==> config.mk <==
export PLATFORM = sky130hd
export DESIGN_NAME = ext_bus_master
export DESIGN_NICKNAME = d
export VERILOG_FILES = /design/src/rtl/ext_bus_master.sv
export SDC_FILE = /design/constraint.sdc
export NUM_CORES = 1
export LEC_CHECK = 0
export ABC_AREA = 0
export BUFFER_PORTS_ARGS = -buffer_cell sky130_fd_sc_hd__buf_2
export CAP_MARGIN = 0
export CORE_MARGIN = 1.5
export CORE_UTILIZATION = 54
export CTS_BUF_LIST = sky130_fd_sc_hd__clkbuf_4
export DETAILED_ROUTE_END_ITERATION = 8
export GPL_TIMING_DRIVEN = 0
export PLACE_DENSITY = 0.89
export SYNTH_ARGS = -nofsm -noshare
export SYNTH_HDL_FRONTEND = slang
export SYNTH_SLANG_ARGS = --single-unit
export TNS_END_PERCENT = 100
==> constraint.sdc <==
create_clock -name i_clk -period 4 [get_ports i_clk]
set_input_delay 0.2 -clock i_clk [delete_from_list [all_inputs] [get_ports i_clk]]
set_output_delay 0.2 -clock i_clk [all_outputs]
set_load 0.03 [all_outputs]
==> src/rtl/ext_bus_master.sv <==
// ---------------------------------------------------------------------------
// ext_bus_master
//
// Purpose:
//   Bus-master sequencer between the core load/store port and the pad ring.
//   It takes one request at a time and checks its size, alignment and range.
//   A legal request runs a one-cycle SETUP phase and then an ACCESS phase on
//   the external bus. ACCESS ends on bus_rdy or after TIMEOUT_CYCLES cycles.
//   The block then returns a single response strobe. Load data is lane
//   extracted and then sign- or zero-extended.
//
// Handshake:
//   The core raises i_req_valid and holds every request field stable until
//   it sees o_req_ready high. o_req_ready is high only in IDLE. The request
//   is taken on the rising edge where both are high. o_rsp_valid is a
//   one-cycle strobe with no back-pressure. o_rsp_err and o_rsp_rdata are
//   meaningful only while o_rsp_valid is high.
//
// Ports:
//   i_clk, i_reset        clock, synchronous active-high reset
//   i_req_*/o_req_ready   core request channel
//   o_rsp_*               core response channel
//   i_bus_rdy             external slave completion
//   i_data_bus_recv       read data from the pads
//   o_bus_*               external bus control, address and size
//   o_data_bus_drv        lane-replicated write data to the pads
//   o_data_bus_o_en/i_en  pad output/input enables
//   o_dbg_state           current FSM state (0 IDLE, 1 SETUP, 2 ACCESS, 3 RESP)
// ---------------------------------------------------------------------------
module ext_bus_master #(
    parameter int                        DATA_WIDTH     = 32,
    parameter int                        INT_ADDR_WIDTH = 32,
    parameter int                        EXT_ADDR_WIDTH = 16,
    parameter logic [INT_ADDR_WIDTH-1:0] MAX_MEM_ADDR   = 32'h3fff,
    parameter int                        TIMEOUT_CYCLES = 64
) (
    input  logic                      i_clk,
    input  logic                      i_reset,
    input  logic                      i_req_valid,
    output logic                      o_req_ready,
    input  logic                      i_req_we,
    input  logic [1:0]                i_req_size,
    input  logic                      i_req_unsigned,
    input  logic [INT_ADDR_WIDTH-1:0] i_req_addr,
    input  logic [DATA_WIDTH-1:0]     i_req_wdata,
    output logic                      o_rsp_valid,
    output logic                      o_rsp_err,
    output logic [DATA_WIDTH-1:0]     o_rsp_rdata,
    input  logic                      i_bus_rdy,
    input  logic [DATA_WIDTH-1:0]     i_data_bus_recv,
    output logic                      o_bus_en,
    output logic                      o_bus_we,
    output logic [1:0]                o_bus_size,
    output logic [EXT_ADDR_WIDTH-1:0] o_bus_addr,
    output logic [DATA_WIDTH-1:0]     o_data_bus_drv,
    output logic                      o_data_bus_o_en,
    output logic                      o_data_bus_i_en,
    output logic [1:0]                o_dbg_state
);

    typedef enum logic [1:0] {
        ST_IDLE   = 2'd0,
        ST_SETUP  = 2'd1,
        ST_ACCESS = 2'd2,
        ST_RESP   = 2'd3
    } state_t;

    // The counter is cleared in SETUP. It then holds the number of ACCESS
    // edges already taken. The edge that would make it TIMEOUT_CYCLES is the
    // last ACCESS edge.
    localparam logic [7:0] TO_LAST = 8'(TIMEOUT_CYCLES - 1);

    state_t                    r_state;
    state_t                    w_state_nxt;
    logic [7:0]                r_cnt;

    // Request fields needed after acceptance.
    logic                      r_we;
    logic                      r_unsigned;
    logic [1:0]                r_addr_lo;

    // Registered outputs.
    logic                      r_rsp_valid;
    logic                      r_rsp_err;
    logic [DATA_WIDTH-1:0]     r_rsp_rdata;
    logic                      r_bus_en;
    logic                      r_bus_we;
    logic [1:0]                r_bus_size;
    logic [EXT_ADDR_WIDTH-1:0] r_bus_addr;
    logic [DATA_WIDTH-1:0]     r_drv;
    logic                      r_o_en;
    logic                      r_i_en;

    // Next values of the registered outputs.
    logic                      w_rsp_valid_nxt;
    logic                      w_rsp_err_nxt;
    logic [DATA_WIDTH-1:0]     w_rsp_rdata_nxt;
    logic                      w_bus_en_nxt;
    logic                      w_bus_we_nxt;
    logic [1:0]                w_bus_size_nxt;
    logic [EXT_ADDR_WIDTH-1:0] w_bus_addr_nxt;
    logic [DATA_WIDTH-1:0]     w_drv_nxt;
    logic                      w_o_en_nxt;
    logic                      w_i_en_nxt;

    logic                      w_req_bad;
    logic                      w_timeout;
    logic [DATA_WIDTH-1:0]     w_wdata_rep;
    logic [7:0]                w_byte;
    logic [15:0]               w_half;
    logic [DATA_WIDTH-1:0]     w_load_data;

    // Request legality: illegal size, misalignment or out-of-range address.
    always_comb begin
        w_req_bad = 1'b0;
        if (i_req_size == 2'd3)                                w_req_bad = 1'b1;
        if (i_req_size == 2'd1 && i_req_addr[0])               w_req_bad = 1'b1;
        if (i_req_size == 2'd2 && (i_req_addr[1:0] != 2'b00))  w_req_bad = 1'b1;
        if (i_req_addr > MAX_MEM_ADDR)                         w_req_bad = 1'b1;
    end

    // Store data is replicated across all lanes. The slave then finds its
    // bytes in the lane selected by the low address bits.
    always_comb begin
        case (i_req_size)
            2'd0:    w_wdata_rep = {(DATA_WIDTH/8){i_req_wdata[7:0]}};
            2'd1:    w_wdata_rep = {(DATA_WIDTH/16){i_req_wdata[15:0]}};
            default: w_wdata_rep = i_req_wdata;
        endcase
    end

    // Little-endian lane extraction of read data, followed by extension.
    assign w_byte = 8'(i_data_bus_recv >> {r_addr_lo, 3'b000});
    assign w_half = 16'(i_data_bus_recv >> {r_addr_lo[1], 4'b0000});

    always_comb begin
        case (r_bus_size)
            2'd0:    w_load_data = {{(DATA_WIDTH-8){w_byte[7] & ~r_unsigned}}, w_byte};
            2'd1:    w_load_data = {{(DATA_WIDTH-16){w_half[15] & ~r_unsigned}}, w_half};
            default: w_load_data = i_data_bus_recv;
        endcase
    end

    assign w_timeout = (r_cnt == TO_LAST);

    // State register, request latch, timeout counter and output flops.
    always_ff @(posedge i_clk) begin
        if (i_reset) begin
            r_state     <= ST_IDLE;
            r_cnt       <= '0;
            r_we        <= 1'b0;
            r_unsigned  <= 1'b0;
            r_addr_lo   <= 2'b00;
            r_rsp_valid <= 1'b0;
            r_rsp_err   <= 1'b0;
            r_rsp_rdata <= '0;
            r_bus_en    <= 1'b0;
            r_bus_we    <= 1'b0;
            r_bus_size  <= 2'b00;
            r_bus_addr  <= '0;
            r_drv       <= '0;
            r_o_en      <= 1'b0;
            r_i_en      <= 1'b0;
        end else begin
            r_state     <= w_state_nxt;
            r_rsp_valid <= w_rsp_valid_nxt;
            r_rsp_err   <= w_rsp_err_nxt;
            r_rsp_rdata <= w_rsp_rdata_nxt;
            r_bus_en    <= w_bus_en_nxt;
            r_bus_we    <= w_bus_we_nxt;
            r_bus_size  <= w_bus_size_nxt;
            r_bus_addr  <= w_bus_addr_nxt;
            r_drv       <= w_drv_nxt;
            r_o_en      <= w_o_en_nxt;
            r_i_en      <= w_i_en_nxt;
            if (r_state == ST_IDLE && i_req_valid) begin
                r_we       <= i_req_we;
                r_unsigned <= i_req_unsigned;
                r_addr_lo  <= i_req_addr[1:0];
            end
            if (r_state == ST_SETUP) begin
                r_cnt <= '0;
            end else if (r_state == ST_ACCESS) begin
                r_cnt <= r_cnt + 8'd1;
            end
        end
    end

    // Next-state logic.
    always_comb begin
        w_state_nxt = r_state;
        case (r_state)
            ST_IDLE:   if (i_req_valid) w_state_nxt = w_req_bad ? ST_RESP : ST_SETUP;
            ST_SETUP:  w_state_nxt = ST_ACCESS;
            ST_ACCESS: if (i_bus_rdy || w_timeout) w_state_nxt = ST_RESP;
            ST_RESP:   w_state_nxt = ST_IDLE;
            default:   w_state_nxt = ST_IDLE;
        endcase
    end

    // Output logic. It computes the flop values for the cycle that follows
    // the edge. Address, size and drive data hold unless a new legal request
    // loads them. All strobes and enables default to low.
    always_comb begin
        w_rsp_valid_nxt = 1'b0;
        w_rsp_err_nxt   = 1'b0;
        w_rsp_rdata_nxt = '0;
        w_bus_en_nxt    = 1'b0;
        w_bus_we_nxt    = 1'b0;
        w_bus_size_nxt  = r_bus_size;
        w_bus_addr_nxt  = r_bus_addr;
        w_drv_nxt       = r_drv;
        w_o_en_nxt      = 1'b0;
        w_i_en_nxt      = 1'b0;
        case (r_state)
            ST_IDLE: begin
                if (i_req_valid) begin
                    if (w_req_bad) begin
                        // Rejected without touching the bus.
                        w_rsp_valid_nxt = 1'b1;
                        w_rsp_err_nxt   = 1'b1;
                    end else begin
                        w_bus_addr_nxt = i_req_addr[EXT_ADDR_WIDTH-1:0];
                        w_bus_size_nxt = i_req_size;
                        w_bus_we_nxt   = i_req_we;
                        w_o_en_nxt     = i_req_we;
                        w_drv_nxt      = i_req_we ? w_wdata_rep : '0;
                    end
                end
            end
            ST_SETUP: begin
                w_bus_en_nxt = 1'b1;
                w_bus_we_nxt = r_we;
                w_o_en_nxt   = r_we;
                w_i_en_nxt   = ~r_we;
            end
            ST_ACCESS: begin
                // A completion on the timeout edge still counts as success.
                if (i_bus_rdy) begin
                    w_rsp_valid_nxt = 1'b1;
                    w_rsp_rdata_nxt = r_we ? '0 : w_load_data;
                end else if (w_timeout) begin
                    w_rsp_valid_nxt = 1'b1;
                    w_rsp_err_nxt   = 1'b1;
                end else begin
                    w_bus_en_nxt = 1'b1;
                    w_bus_we_nxt = r_we;
                    w_o_en_nxt   = r_we;
                    w_i_en_nxt   = ~r_we;
                end
            end
            default: ; // RESP: bus turnaround, every enable stays low
        endcase
    end

    assign o_req_ready     = (r_state == ST_IDLE);
    assign o_rsp_valid     = r_rsp_valid;
    assign o_rsp_err       = r_rsp_err;
    assign o_rsp_rdata     = r_rsp_rdata;
    assign o_bus_en        = r_bus_en;
    assign o_bus_we        = r_bus_we;
    assign o_bus_size      = r_bus_size;
    assign o_bus_addr      = r_bus_addr;
    assign o_data_bus_drv  = r_drv;
    assign o_data_bus_o_en = r_o_en;
    assign o_data_bus_i_en = r_i_en;
    assign o_dbg_state     = r_state;

endmodule

Yosys cells after proc, flatten, opt, wreduce, memory -nomap -nowiden
Index checks and enable logic that the tools add are counted.
Widths: inputs -> output; s select.
- $add $sub $neg: 1
- divide/modulo/power cells: 0
- equal/unequal tests: 10
- shifts and indexed selects: 2
- order comparisons: 1
- reduce and logical (&&, ||, !) cells: 12
- $mul: 0
- bitwise gates (word level): 7
- mux-type cells: 29
- operator list (kind ; number):
    $pmux 32 s2 ; 2
    $gt 32x14->1 const B ; 1
    $mux 32 ; 1
    $shr 32x5->16 ; 1
    $shr 32x5->8 ; 1
    $mux 1 ; 17
    $add 8x1->8 const B ; 1
    $eq 2x2->1 const B ; 4
    $eq 8x6->1 const B ; 1
    $pmux 1 s2 ; 4
    $pmux 2 s4 ; 1
    $eq 2x1->1 const B ; 3
    $logic_not 2->1 ; 3
    $mux 2 ; 3
    $not 1->1 ; 5
    $reduce_or 4->1 ; 1
    $logic_and 1x1->1 ; 3
    $pmux 1 s3 ; 1
    $reduce_and 3->1 ; 1
    $and 1x1->1 ; 2
    $ne 2x1->1 const B ; 1
    $ne 2x2->1 const B ; 1
    $reduce_and 2->1 ; 1
    $reduce_bool 2->1 ; 1
    other kinds (2) ; 2
- memory bits (read-only): 0
- latch bits: 0
- flip-flop bits (word level): 101
- memories: 0
- output and inout port bits: 91
- bits in writable memories: 0

Longest topological paths before layout
- depth after elaboration: 8
- depth in mapped cells: 8

Worst setup path after synthesis
No wires, ideal clock.
- kind: flip-flop to flip-flop
- start: reg r_state[0], in the netlist o_dbg_state[0]
- end: reg r_drv[30], in the netlist o_data_bus_drv[30]
- cell stages (with the launch flop): 8
- library setup time: 70 ps
- path buffers: 1
- required time: 3930 ps
- period minus slack after synthesis: 2269 ps
- data arrival time: 2199 ps
- slack: 1731 ps
- cells stage by stage: dfxtp_1 inv_1 ha_1 and2_0 nand4_2 clkbuf_1 or4b_1 a21oi_1
- word-level cells in the longest chain between the ends: 2
- RTL lines (item ; line ; text):
    start, declared ; 73 ; state_t r_state;
    start signal, assigned ; 165 ; r_state <= w_state_nxt;
    $logic_not 2->1 ; - ;
    net o_req_ready ; 40 ; output logic o_req_ready,
    $reduce_and 3->1 (no line) ; - ;
    end signal, assigned ; 173 ; r_drv <= w_drv_nxt;
    end, declared ; 90 ; logic [DATA_WIDTH-1:0] r_drv;
The timed path passes the listed nets, and every way through them passes these cells.
A chain may end at the register's enable or synchronous reset.

Final worst setup path
- start: reg r_state[1], in the netlist o_dbg_state[1]
- end: reg r_bus_addr[5], in the netlist o_bus_addr[5]
- word-level cells in the longest chain between the ends: 2
- RTL lines (item ; line ; text):
    $logic_not 2->1 ; 215 ; case (r_state)
    $reduce_and 3->1 (no line) ; - ;
    end signal, assigned ; 172 ; r_bus_addr <= w_bus_addr_nxt;
    end, declared ; 89 ; logic [EXT_ADDR_WIDTH-1:0] r_bus_addr;
No other way between the ends.

==> impl_metrics.yaml <==
setup_path:
  regToRegEndpoint: "o_bus_addr[5]"
  worstSetupPathType: "flop to flop"
  crit_fanout: 10
  critical_path_arrival_ns: 2.79
  r2r_slack_ns: 1.58
  setup.worst_path.start: "o_dbg_state[1]"
  endpoint: "o_bus_addr[5]"
  required_ns: 4.37
  critPathCaptureType: "flop"
  r2r-start: "o_dbg_state[1]"
  reg2reg_depth: 8
  cp-start-kind: "flop"
synth:
  synthDistinctLibCells: 46
  yosys_warnings: 0
  ys_seq_area_share_pct: 43.4
  synthFlopType: "dfxtp_1"
  synth_top_area_share_pct: 43.4
  synthTopCellsByCount: "dfxtp_1, a21oi_1, nand2_1"
  syn_area_um2: 4660
  synthMostInstantiatedCell: "dfxtp_1"
  ys_async_sr_fraction_pct: 0
  synth_area_per_cell_um2: 8.76
  synth_edf_count: 0
  yosysTopAreaCell: "dfxtp_1"
  mappedNetlistNets: 641
  ys_ff_latch: 101
  ys_top_cells_by_area: "dfxtp_1, mux2i_1, a21oi_1"
  synthCells: 532
global_routing:
  grt_start_max_net_pins: 18
  grt_first_pass_wirelength_um: 23700
  antenna_found_initial: 0
  grt_overflow: 0
  grt_usage_pct: 34.0
  first_global_vias: 4833
status:
  status: "complete, no violations"
drt:
  vias: 5196
  initialDrtViolationCount: 306
  avgViaCountPerCell: 5.92
  drtPass1Iterations: 5
  routed_wl_um: 15900
  drc: 0
  wl_per_cell_um: 18.1
  ant_nets: 0
timing:
  max_freq_mhz: 413
  rsz0062_at_grt: "no"
  setup_viol: 0
  min_period_ns: 2.42
  hold_viol_final: 0
  worst_pin_slew_ns: 0.697
  final_max_slew_viol_count: 0
  period_share_pct: 60.5
  fin_skew_ns: 0.0294
  whs_ns: 0.0146
  relSlewSlack_pct: 53.3
  final.setup.tns_ns: 0
floorplan:
  dieArea_um2: 9200
  rows: 33
  fp.dieH_um: 95.9
  start_util_pct: 56.2
  io_pins: 195
  die_w_um: 95.9
  core_um2: 8300
pwr:
  power.density_nw_per_um2: 377
  worst_ir_drop_vdd_v: 0.000339
  leakagePower_nw: 2.77
  total_power_mw: 2.34
cts:
  cts_num_sinks: 101
  clockBufferDepth: 2
  cts_made_buffers: 9
  clk_pin_slew_ns: 0.16
  clockRootBuffer: "clkbuf_4"
  cts_tree: "built"
  cts.htree.levels: 3
  clock_latency_ns: 0.47
  post-cts-setup-buffer-count: 0
hold_path:
  holdCritStartpoint: "i_data_bus_recv[7]"
  hp-class: "primary input to flop"
job:
  maxCapViolCount: 0
finish:
  stdcell_area_um2: 6220
  final_util_pct: 74.9
  antenna_cells: 0
  syn_to_final_growth_pct: 33.4
  nets: 877
  layout-drive-gt1-share_pct: 32.2
place:
  port_buffers: 194
  place_congestion: 0.979
  place_area_um2: 5760
  dpl.hpwl_um: 11000
## timing repair
item | in CTS | in global routing
hold buffers | 29 | 2
gates resized for setup | 0 | 0
hold endpoints to repair | 29 | 2
## through the flow
step           cells  setup slack (ns)
4_1_cts          876              1.62
3_5_place_dp     831              1.66
2_1_floorplan    532              1.73
3_3_place_gp     831              1.69
5_1_grt          878              1.38
6_report         878              1.58
## cells by family after synthesis
logic type	share of synthesized area [%]
muxes	11.4
buffers and inverters	5.40
xor gates and xnor gates	1.13
DFF	43.4
adders and majority gates	1.34
AOI/OAI and AO/OA	17.8
and+or+nand+nor	19.5
## critical path, stage by stage (launching register included)
cell and delay [ns]:
dfxtp_1 0.44, inv_1 0.09, ha_1 0.26, and2_0 0.23, nand4_2 0.23, clkbuf_1 0.33
clkbuf_1 0.37, o21ai_0 0.16, a21oi_1 0.21
## final cells by class
class,count,area (um^2)
Timing Repair Buffer,225,1280
Buffer,48,203
Tap cell,105,131
Multi-Input combinational cell,370,2390
Clock inverter,7,75.1
Clock buffer,9,67.6
Sequential cell,101,2020
Inverter,13,48.8
Fill cell,608,2080
## worst min-delay path by stage
stage	end	cells after the start	slack (ns)
final	o_rsp_rdata[7]	3	0.01
after global routing	o_bus_addr[13]	3	0.01
after CTS	o_rsp_rdata[21]	3	0.004
after detailed placement	o_rsp_rdata[6]	3	0.46
after global placement	o_data_bus_drv[11]	2	0.45
after floorplan	r_unsigned	2	0.34
## power by group
group,internal (mW),switching [mW]
registers,1.07,0.0363
clock network,0.193,0.360
logic,0.252,0.435
## registers in the layout, indices dropped and copies added, names as in the netlist
signal / cells
o_data_bus_drv: 32
o_rsp_rdata: 32
o_bus_addr: 16
r_cnt: 8
o_bus_size: 2
o_dbg_state: 2
r_addr_lo: 2
o_bus_en: 1
o_data_bus_i_en: 1
o_data_bus_o_en: 1
o_rsp_err: 1
o_rsp_valid: 1
r_unsigned: 1
r_we: 1
## per-layer routing
layer | vias to the layer above | GRT usage (%) | wire length, um
met5 | - | 0 | 0
met4 | 0 | 20.0 | 795
met3 | 71 | 7.35 | 1430
met2 | 347 | 55.9 | 7630
met1 | 2382 | 40.8 | 6020
li1 | 2396 | - | -
## cell usage in the layout, fill, tap and decap left out, types with 4 or more instances in the layout
cell / netlist / layout
ha_1: 5 / 5
a221oi_1: 8 / 8
buf_2: 6 / 200
o21ai_0: 46 / 46
or2_2: 8 / 8
mux2i_1: 35 / 35
nor2_1: 18 / 18
a21oi_1: 62 / 62
or3_1: 11 / 11
clkbuf_4: 0 / 9
dfxtp_1: 101 / 101
or4b_1: 8 / 8
xor2_1: 4 / 4
and2_1: 7 / 7
nand4_1: 19 / 19
nand2_1: 62 / 62
o41ai_1: 8 / 8
or4_1: 8 / 8
mux2_2: 16 / 16
o211ai_1: 10 / 10
nand3_1: 4 / 4
inv_1: 13 / 13
nor4_2: 4 / 4
clkbuf_1: 39 / 39
dlygate4sd3_1: 0 / 31
Note: power is estimated with default switching activity, not from simulation.
